### src/rtl/traffic_pkg.sv
// Shared intersection definitions: light-code constants, light bit indices
// and the east-west detector state encoding.
package traffic_pkg;

  // Light vector layout is {gns, yns, rns, gew, yew, rew}
  localparam logic [5:0] GNSL = 6'b100001;
  localparam logic [5:0] YNSL = 6'b010001;
  localparam logic [5:0] GEWL = 6'b001100;
  localparam logic [5:0] YEWL = 6'b001010;

  localparam int GEW_BIT = 2;

  typedef enum logic [2:0] {
    ST_IDLE  = 3'b001,
    ST_REQ   = 3'b010,
    ST_SERVE = 3'b100
  } det_state_t;

  function automatic logic lights_legal(input logic [5:0] code);
    return (code == GNSL) || (code == YNSL) || (code == GEWL) || (code == YEWL);
  endfunction

endpackage

### src/rtl/sensor_debounce.sv
// Two-flop synchronizer on the raw loop sensor followed by a debounce
// counter that only moves the presence output after DB_CYCLES agreeing samples.
module sensor_debounce #(
  parameter int DB_CYCLES = 4
) (
  input  logic clk,
  input  logic rst,
  input  logic loop_raw,
  output logic car_present
);

  localparam int CW = $clog2(DB_CYCLES);
  localparam logic [CW-1:0] CNT_MAX = CW'(DB_CYCLES - 1);
  localparam logic [CW-1:0] CNT_ONE = CW'(1);

  logic          r_sync1;
  logic          r_sync2;
  logic [CW-1:0] r_cnt;
  logic          r_present;

  // NOTE: sequential state uses non-blocking assignments so every flop samples
  // pre-edge values, which is what makes the sync chain two stages deep.
  always_ff @(posedge clk) begin
    if (!rst) begin
      r_sync1   <= 1'b0;
      r_sync2   <= 1'b0;
      r_cnt     <= '0;
      r_present <= 1'b0;
    end else begin
      r_sync1 <= loop_raw;
      r_sync2 <= r_sync1;
      if (r_sync2 == r_present) begin
        r_cnt <= '0;
      end else if (r_cnt == CNT_MAX) begin
        r_present <= ~r_present;
        r_cnt     <= '0;
      end else begin
        r_cnt <= r_cnt + CNT_ONE;
      end
    end
  end

  assign car_present = r_present;

endmodule

### src/rtl/ew_car_detector.sv
// East-west vehicle detector: debounced presence, latching service request
// towards the controller, per-request wait measurement and light-code checker.
module ew_car_detector
  import traffic_pkg::*;
#(
  parameter int DB_CYCLES = 4,
  parameter int WAIT_W    = 16
) (
  input  logic              clk,
  input  logic              rst,
  input  logic              loop_raw,
  input  logic [5:0]        lights,
  output logic              carew,
  output logic              car_present,
  output logic [WAIT_W-1:0] last_wait,
  output logic              lights_err
);

  localparam logic [WAIT_W-1:0] WAIT_ONE = WAIT_W'(1);
  localparam logic [WAIT_W-1:0] WAIT_MAX = '1;

  logic              w_car_present;
  logic              w_gew;
  det_state_t        r_state;
  logic              r_carew;
  logic [WAIT_W-1:0] r_wait_cnt;
  logic [WAIT_W-1:0] r_last_wait;
  logic              r_lights_err;

  sensor_debounce #(
    .DB_CYCLES (DB_CYCLES)
  ) u_debounce (
    .clk         (clk),
    .rst         (rst),
    .loop_raw    (loop_raw),
    .car_present (w_car_present)
  );

  assign w_gew = lights[GEW_BIT];

  // The request latches in REQ; presence is only consulted from IDLE.
  always_ff @(posedge clk) begin
    if (!rst) begin
      r_state     <= ST_IDLE;
      r_carew     <= 1'b0;
      r_wait_cnt  <= '0;
      r_last_wait <= '0;
    end else begin
      case (r_state)
        ST_IDLE: begin
          if (w_car_present && !w_gew) begin
            r_state    <= ST_REQ;
            r_carew    <= 1'b1;
            r_wait_cnt <= WAIT_ONE;
          end
        end
        ST_REQ: begin
          if (w_gew) begin
            r_state     <= ST_SERVE;
            r_carew     <= 1'b0;
            r_last_wait <= r_wait_cnt;
          end else if (r_wait_cnt != WAIT_MAX) begin
            r_wait_cnt <= r_wait_cnt + WAIT_ONE;
          end
        end
        ST_SERVE: begin
          if (!w_gew) r_state <= ST_IDLE;
        end
        default: begin
          r_state <= ST_IDLE;
          r_carew <= 1'b0;
        end
      endcase
    end
  end

  always_ff @(posedge clk) begin
    if (!rst) begin
      r_lights_err <= 1'b0;
    end else if (!lights_legal(lights)) begin
      r_lights_err <= 1'b1;
    end
  end

  assign carew       = r_carew;
  assign car_present = w_car_present;
  assign last_wait   = r_last_wait;
  assign lights_err  = r_lights_err;

endmodule
### config.mk
export PLATFORM = sky130hd
export DESIGN_NAME = ew_car_detector
export DESIGN_NICKNAME = d
export VERILOG_FILES = /design/src/rtl/traffic_pkg.sv /design/src/rtl/sensor_debounce.sv /design/src/rtl/ew_car_detector.sv
export SDC_FILE = /design/constraint.sdc
export NUM_CORES = 1
export LEC_CHECK = 0
export ABC_AREA = 1
export CORE_ASPECT_RATIO = 0.75
export CORE_MARGIN = 3
export CORE_UTILIZATION = 55
export CTS_BUF_LIST = sky130_fd_sc_hd__clkbuf_4
export CTS_CLUSTER_DIAMETER = 150
export CTS_CLUSTER_SIZE = 10
export DETAILED_ROUTE_END_ITERATION = 8
export PLACE_DENSITY = 0.91
export REMOVE_ABC_BUFFERS = 1
export SYNTH_ARGS = -nofsm -noshare
export SYNTH_HDL_FRONTEND = slang
export SYNTH_SLANG_ARGS = --single-unit
### constraint.sdc
create_clock -name clk -period 3.8 [get_ports clk]
set_input_delay 0.76 -clock clk [delete_from_list [all_inputs] [get_ports clk]]
set_output_delay 0.76 -clock clk [all_outputs]
set_load 0.05 [all_outputs]
==> results.cfg, run 1 <==
[clocking]
ctsHoldBuffers = 0
clock_sinks = 42
insertion_delay_ns = 0.36
htree_levels = 2
post_cts_buffers = 0
cts_buffers = 5
path_clk_slew_ns = 0.11
cts_tree = done
cts_root_buffer = clkbuf_4
cts_resized = 0
clockBufferDepth = 2

[route]
routed_wl_mm = 4.33
ant_nets = 0
drc = 0
drt_first_pass_iters = 4
drtIter0Drc = 203
vias_per_cell = 5.18
wl_per_cell_um = 11.3
wl_met3_um = 323
route.vias.total = 1988
dr_wl_met2_mm = 1.76
wl_met1_mm = 2.16
highest_layer = met4

[grt]
grt_pass1_vias = 1763
grt_pass1_wl_mm = 7.62
grt_overflow = 0
grt_antenna_before_repair = 0
gr-usage-all-layers = 0.208
grt_max_degree = 33

[place]
dp_hpwl_mm = 3.11
placed_cells = 377
io_buffers = 27
place_congestion = 0.871

[sta]
rsz0062_at_grt = false
fmax_mhz = 424
setup_viol = 0
report.final.slew_viol_count = 0
period_share = 0.621
slew_headroom = 0.485
fin_crit_ns = 2.36
hold_viol_final = 0
tns_ns = 0
finalClockSkew_ns = 0.0107
tightest_slew_ns = 0.772

[floorplan]
io_pins = 28
die_w_um = 77.3
rows = 18
die_h_um = 59.5
start_util = 0.605
core_area_um2 = 3470
die_area_um2 = 4600

[yosys]
ys_seq_area_frac = 0.401
synth_edf_count = 0
synth_area_leaders = dfxtp_1 40%, nand2_1 13%, nor2_1 7.7%, inv_1 6.8%, a21oi_1 5.7%
syn_area_um2 = 2100
yosysTopAreaCell = dfxtp_1
ys.flop_type = dfxtp_1
synth_top_area_frac = 0.401
avgSynthCellArea_um2 = 6.83
yosys_register_bits = 42
yosysUniqueCellTypes = 29
yosys_warnings = 0
syn_inst = 307
async_flop_share = 0

[layout]
fin_cells = 384
final_cell_mix = 74 x nand2_1, 43 x nor2_1, 42 x dfxtp_1, 38 x inv_1, 27 x clkdlybuf4s50_1
layout-drive-gt1-share = 0.0689
synthToLayoutAreaGrowth_pct = 17.3
nets = 345
layout_commonest_cell = nand2_1
insertedDiodeCount = 0

[worst_setup_path]
cp_slowest_cell = clkdlybuf4s50_1
critPathLaunchType = flop
crit_family = buffers and inverters
path_buf_inv = 1
path_class = flop to output port
required_ns = 3.04
cp_max_fo = 5
critPathCaptureType = output port
critical_path_arrival_ns = 1.60
critical_path.cell_chain = clkdlybuf4s50_1
slowest_delay_ns = 0.83

[power_and_ir_drop]
peakVddDrop_uv = 275
p_leak_nw = 1.04
power.density_nw_per_um2 = 305

[run]
cap_violations = 0

[min_path]
holdCritPathClass = flop to flop

[run_status]
outcome = complete, no violations
## worst register-to-register path, cell delays in order (launching register included)
cell	delay, ns
dfxtp_1	0.36
inv_2	0.07
nor2_4	0.10
nand3_1	0.18
inv_1	0.63
o21ai_0	0.19
a21oi_1	0.14
## sequential cells by signal (all words and copies together) (netlist names)
| register | cells |
|---|---|
| u_debounce.car_present | 1 |
| last_wait | 16 |
| u_debounce.r_sync1 | 1 |
| u_debounce.r_cnt | 2 |
| r_state | 3 |
| carew | 1 |
| r_wait_cnt | 16 |
| lights_err | 1 |
| u_debounce.r_sync2 | 1 |
## cell families after synthesis
group,count (synthesis),share of synthesized area
XOR/XNOR,1,0.00417
adder cells (fa/ha/maj),2,0.0119
AO/OA/AOI/OAI,51,0.131
buffers and inverters,49,0.0966
AND/OR/NAND/NOR,162,0.356
flip-flops,42,0.401
## worst paths after layout
check,start,end,slack [ns],cells past startpoint
max,u_debounce.car_present$_SDFFE_PN0P_,car_present,1.44,1
min,u_debounce.r_sync1$_SDFF_PN0_,u_debounce.r_sync2$_SDFF_PN0_,0.43,2
max reg2reg,r_state[1]$_SDFFE_PN0P_,last_wait[14]$_SDFFE_PN0P_,2.06,6
min reg2reg,u_debounce.r_sync1$_SDFF_PN0_,u_debounce.r_sync2$_SDFF_PN0_,0.43,2
## layout make-up
cell class | count | area [µm²]
Timing Repair Buffer | 28 | 278
Fill cell | 323 | 1010
Multi-Input combinational cell | 216 | 1050
Sequential cell | 42 | 841
Clock buffer | 5 | 37.5
Inverter | 41 | 154
Clock inverter | 2 | 33.8
Tap cell | 50 | 62.6
## metal layers
layer,up-vias,track usage
met1,873,0.280
li1,1034,-
met5,-,0
met3,9,0.0532
met4,0,0.0914
met2,72,0.317
## report_power, final
part           internal, mW  switching [mW]  leakage, nW
registers             0.443         0.00149        0.339
clock network         0.133           0.140       0.0387
logic                0.0141          0.0197        0.665
total                 0.590           0.161         1.04
## synth_stat cells, drive strengths merged (2+ instances only)
cell type	instances
a21oi	24
buf	5
clkbuf	3
dfxtp	42
ha	2
inv	40
nand2	80
nand3	22
nand4	5
nor2	48
nor3	5
o211ai	2
o21ai	24
## per-stage QoR
step	utilization	area (µm²)	total power, mW	setup slack (ns)	hold WS (ns)
after floorplan	-	2050	0.469	2.08	0.390
after global placement	0.689	2390	0.487	1.34	0.392
after detailed placement	0.689	2390	0.488	1.24	0.403
after CTS	0.710	2460	0.758	1.43	0.429
after global routing	0.710	2460	0.776	1.38	0.440
final	0.710	2460	0.751	1.44	0.426
(Power assumes the default switching activity.)
==> inputs of run 2 (changes only) <==
- CORE_UTILIZATION: 55 -> 51
- PLACE_DENSITY: 0.91 -> 0.89
- clock period: 3.8 -> 2 ns (I/O delays scaled with it)
==> results.cfg, run 2 (same netlist as run 1, synthesis figures left out) <==
[run_status]
outcome = complete, no violations

[layout]
layout_commonest_cell = nand2_1
final_core_util = 0.668
final_cell_mix = 74 x nand2_1, 43 x nor2_1, 42 x dfxtp_1, 38 x inv_1, 25 x clkdlybuf4s50_1
nets = 351
synthToLayoutAreaGrowth_pct = 21.2
insertedDiodeCount = 0
layout-drive-gt1-share = 0.0880

[worst_setup_path]
critPathLaunchType = flop
startpoint = last_wait[6]$_SDFFE_PN0P_
slowest_delay_ns = 0.81
path_class = flop to output port
critPathCaptureType = output port
crit_family = buffers and inverters
critical_path_arrival_ns = 1.54
r2r_start = r_wait_cnt[1]$_SDFFE_PN0P_
cp_slowest_cell = clkdlybuf4s50_1
required_ns = 1.60
path_buf_inv = 1
critical_path.cell_chain = clkdlybuf4s50_1
cp_max_fo = 2

[place]
dp_hpwl_mm = 3.47
place_congestion = 0.976
io_buffers = 27
dp_slack_ns = 0.114

[sta]
period_share = 0.971
tightest_slew_ns = 0.507
report.final.slew_viol_count = 0
fin_ws_ns = 0.0585
fin_crit_ns = 1.94
tns_ns = 0
finalClockSkew_ns = 0.0165
setup_viol = 0
whs_ns = 0.427
slew_headroom = 0.661
fmax_mhz = 515
rsz0062_at_grt = false
hold_viol_final = 0

[floorplan]
die_area_um2 = 4930
rows = 19
core_area_um2 = 3800
die_h_um = 61.6
die_w_um = 80.1
start_util = 0.552
io_pins = 28

[grt]
grt_pass1_vias = 1879
grt_overflow = 0
grt_pass1_wl_mm = 7.96
gr-usage-all-layers = 0.213
grt_max_degree = 27
grt_antenna_before_repair = 0

[clocking]
path_clk_slew_ns = 0.12
insertion_delay_ns = 0.37
cts_tree = done
cts_root_buffer = clkbuf_4
cts_buffers = 5
htree_levels = 2
clockBufferDepth = 2
clock_sinks = 42
ctsHoldBuffers = 0

[route]
ant_nets = 0
vias_per_cell = 5.08
route.vias.total = 1995
drc = 0
drtIter0Drc = 101
wl_per_cell_um = 11.9
routed_wl_mm = 4.67
drt_first_pass_iters = 4

[power_and_ir_drop]
switching_share = 0.237
power.density_nw_per_um2 = 526
pwr-share-seq = 0.631
peakVddDrop_uv = 509
p_clk_frac = 0.314
p_leak_nw = 1.11
comb_power_share = 0.055
p_sw_mw = 0.318
p_int_mw = 1.02

[min_path]
min_from = u_debounce.r_cnt[0]$_SDFF_PP0_
holdCritPathClass = flop to flop

[run]
cap_violations = 0
run 2: power groups by stage:
stage | clock, mW | combinational (mW) | sequential [mW]
floorplan | 0 | 0.0224 | 0.868
CTS | 0.433 | 0.0736 | 0.844
finish | 0.421 | 0.0737 | 0.844
detailed placement | 0 | 0.0733 | 0.863
global placement | 0 | 0.0714 | 0.863
global route | 0.471 | 0.0797 | 0.845
run 2: path summary, 6_finish.rpt:
| kind | endpoint | slack, ns | depth (start not counted) |
|---|---|---|---|
| worst max register to register | r_wait_cnt[6]$_SDFFE_PN0P_ | 0.31 | 9 |
| worst max-delay path | last_wait[6] | 0.06 | 1 |
| worst min-delay path | u_debounce.r_cnt[0]$_SDFF_PP0_ | 0.43 | 1 |
| worst min register to register | u_debounce.r_cnt[0]$_SDFF_PP0_ | 0.43 | 1 |
run 2: final cells by class:
cell class              instances  area (µm²)
well taps                      52        65.1
clock buffers                   6        45.0
inverters                      41         154
repair buffers                 34         374
clock inverters                 2        8.76
multi-input cells             216        1050
flip-flops and latches         42         841
fillers                       355        1260
run 2: routing by layer:
layer / up-vias / track usage / wire (µm)
met3: 11 / 0.0687 / 259
li1: 1040 / - / -
met1: 884 / 0.266 / 2240
met4: 0 / 0.0819 / 112
met5: - / 0 / 0
met2: 60 / 0.350 / 2060
run 2: what timing repair did:
item	in CTS	in global routing
pin swaps	0	0
setup endpoints to repair	1	1
gates resized for setup	1	1
hold endpoints to repair	0	0
buffers inserted	0	0
run 2: stage by stage:
step                power (mW)  std cells  cell area (µm²)
global route              1.40        393             2540
detailed placement       0.936        385             2490
CTS                       1.35        393             2540
floorplan                0.891        299             2050
global placement         0.934        385             2490
finish                    1.34        393             2540
==> inputs of run 3 (changes only) <==
- CORE_UTILIZATION: 51 -> 55
- PLACE_DENSITY: 0.89 -> 0.91
- SKIP_LAST_GASP: default -> 1
- clock period: 2 -> 1.9 ns (I/O delays scaled with it)
==> results.cfg, run 3 (same netlist as run 1, synthesis figures left out) <==
[grt]
grt_overflow = 0
grt_pass1_vias = 1816
grt_antenna_before_repair = 0
gr-usage-all-layers = 0.217
grt_pass1_wl_mm = 7.86
grt_max_degree = 27

[clocking]
cts_root_buffer = clkbuf_4
path_clk_slew_ns = 0.12
ctsHoldBuffers = 0
clockBufferDepth = 2
cts_buffers = 5
clock_sinks = 42
insertion_delay_ns = 0.36
cts_tree = done
htree_levels = 2

[layout]
layout_commonest_cell = nand2_1
final_area_um2 = 2550
insertedDiodeCount = 0
fin_cells = 392
layout-drive-gt1-share = 0.0965
final_cell_mix = 74 x nand2_1, 43 x nor2_1, 42 x dfxtp_1, 38 x inv_1, 24 x a21oi_1
synthToLayoutAreaGrowth_pct = 21.6
nets = 353
final_core_util = 0.736

[floorplan]
io_pins = 28
core_area_um2 = 3470
start_util = 0.605
rows = 18
die_area_um2 = 4600
die_w_um = 77.3
die_h_um = 59.5

[min_path]
min_from = u_debounce.r_cnt[0]$_SDFF_PP0_
hold_end = u_debounce.r_cnt[0]$_SDFF_PP0_
holdCritPathClass = flop to flop
whs_path_depth = 1

[worst_setup_path]
critical_path.cell_chain = dlygate4sd2_1
required_ns = 1.52
critical_path_arrival_ns = 1.24
r2r_start = r_wait_cnt[1]$_SDFFE_PN0P_
r2r_slack_ns = 0.29
slowest_delay_ns = 0.53
cp_max_fo = 2
path_buf_inv = 1
critPathLaunchType = flop
crit_family = buffers and inverters
cp_slowest_cell = dlygate4sd2_1
path_depth = 1
r2r_end = r_wait_cnt[8]$_SDFFE_PN0P_
path_class = flop to output port
r2r_cells = 11
critPathCaptureType = output port

[sta]
fmax_mhz = 617
report.final.slew_viol_count = 0
tightest_slew_ns = 0.500
setup_viol = 0
finalClockSkew_ns = 0.0130
fin_crit_ns = 1.62
hold_viol_final = 0
slew_headroom = 0.666
rsz0062_at_grt = false
period_share = 0.853

[power_and_ir_drop]
p_leak_nw = 1.35
peakVddDrop_uv = 468
power.density_nw_per_um2 = 552

[place]
io_buffers = 27
placed_cells = 385
placed_cell_area_um2 = 2470
dp_hpwl_mm = 3.40
place_congestion = 0.944

[route]
routed_wl_mm = 4.50
drt_first_pass_iters = 4
ant_nets = 0
drc = 0
route.vias.total = 2042
vias_per_cell = 5.21
drtIter0Drc = 112
wl_per_cell_um = 11.5

[run_status]
outcome = complete, no violations

[run]
cap_violations = 0
==> run 3: cell types whose count changed in the layout (fill, tap and decap cells not counted), sizes merged <==
cell and change:
clkdlybuf4s50 -17, dlymetal6s2s +12, dlygate4sd2 +4, buf +3
clkinv -2, clkbuf +1
==> run 3: cell type report <==
cell class,instances,area [µm²]
Tap cell,50,62.6
Sequential cell,42,841
Multi-Input combinational cell,216,1050
Inverter,41,154
Fill cell,278,917
Clock buffer,7,52.6
Timing Repair Buffer,36,387
==> run 3: worst max path at each step <==
stage | start | to | slack [ns]
final | last_wait[4]$_SDFFE_PN0P_ | last_wait[4] | 0.28
after global routing | r_wait_cnt[1]$_SDFFE_PN0P_ | r_wait_cnt[9]$_SDFFE_PN0P_ | 0.11
after CTS | lights_err$_SDFFE_PN0N_ | lights_err | 0.00004
after detailed placement | lights[2] | r_wait_cnt[8]$_SDFFE_PN0P_ | -0.01
after global placement | lights[2] | r_wait_cnt[8]$_SDFFE_PN0P_ | 0.05
after floorplan | u_debounce.car_present$_SDFFE_PN0P_ | r_wait_cnt[13]$_SDFFE_PN0P_ | 0.20
==> run 3: layer usage <==
metal  GRT usage  part of all wire  vias to the layer above
met5           0                 0                        -
met4      0.0761             0.015                        0
met3      0.0486             0.062                        8
met2       0.348              0.43                       63
met1       0.290              0.49                      919
li1            -                 -                     1052
==> run 3: timing repair <==
action                     CTS  global route
buffers inserted             0             0
setup endpoints to repair    5            13
pin swaps                    0             0
gates resized for setup      5            13
==> run 3: per-stage QoR <==
stage | setup TNS (ns) | setup slack, ns | power (mW) | hold WS (ns)
after floorplan | 0 | 0.203 | 0.937 | 0.390
after global placement | 0 | 0.0519 | 0.978 | 0.410
after detailed placement | -0.0101 | -0.0101 | 0.980 | 0.413
after CTS | 0 | 0.0000359 | 1.42 | 0.434
after global routing | 0 | 0.108 | 1.45 | 0.455
final | 0 | 0.280 | 1.41 | 0.437
==> run 3: report_power, final <==
| part | leakage [nW] | internal (mW) | total [mW] | switching, mW |
|---|---|---|---|---|
| registers | 0.339 | 0.885 | 0.889 | 0.00320 |
| logic | 0.974 | 0.0316 | 0.0716 | 0.0400 |
| clock network | 0.0322 | 0.168 | 0.448 | 0.279 |
| total | 1.35 | 1.09 | 1.41 | 0.322 |
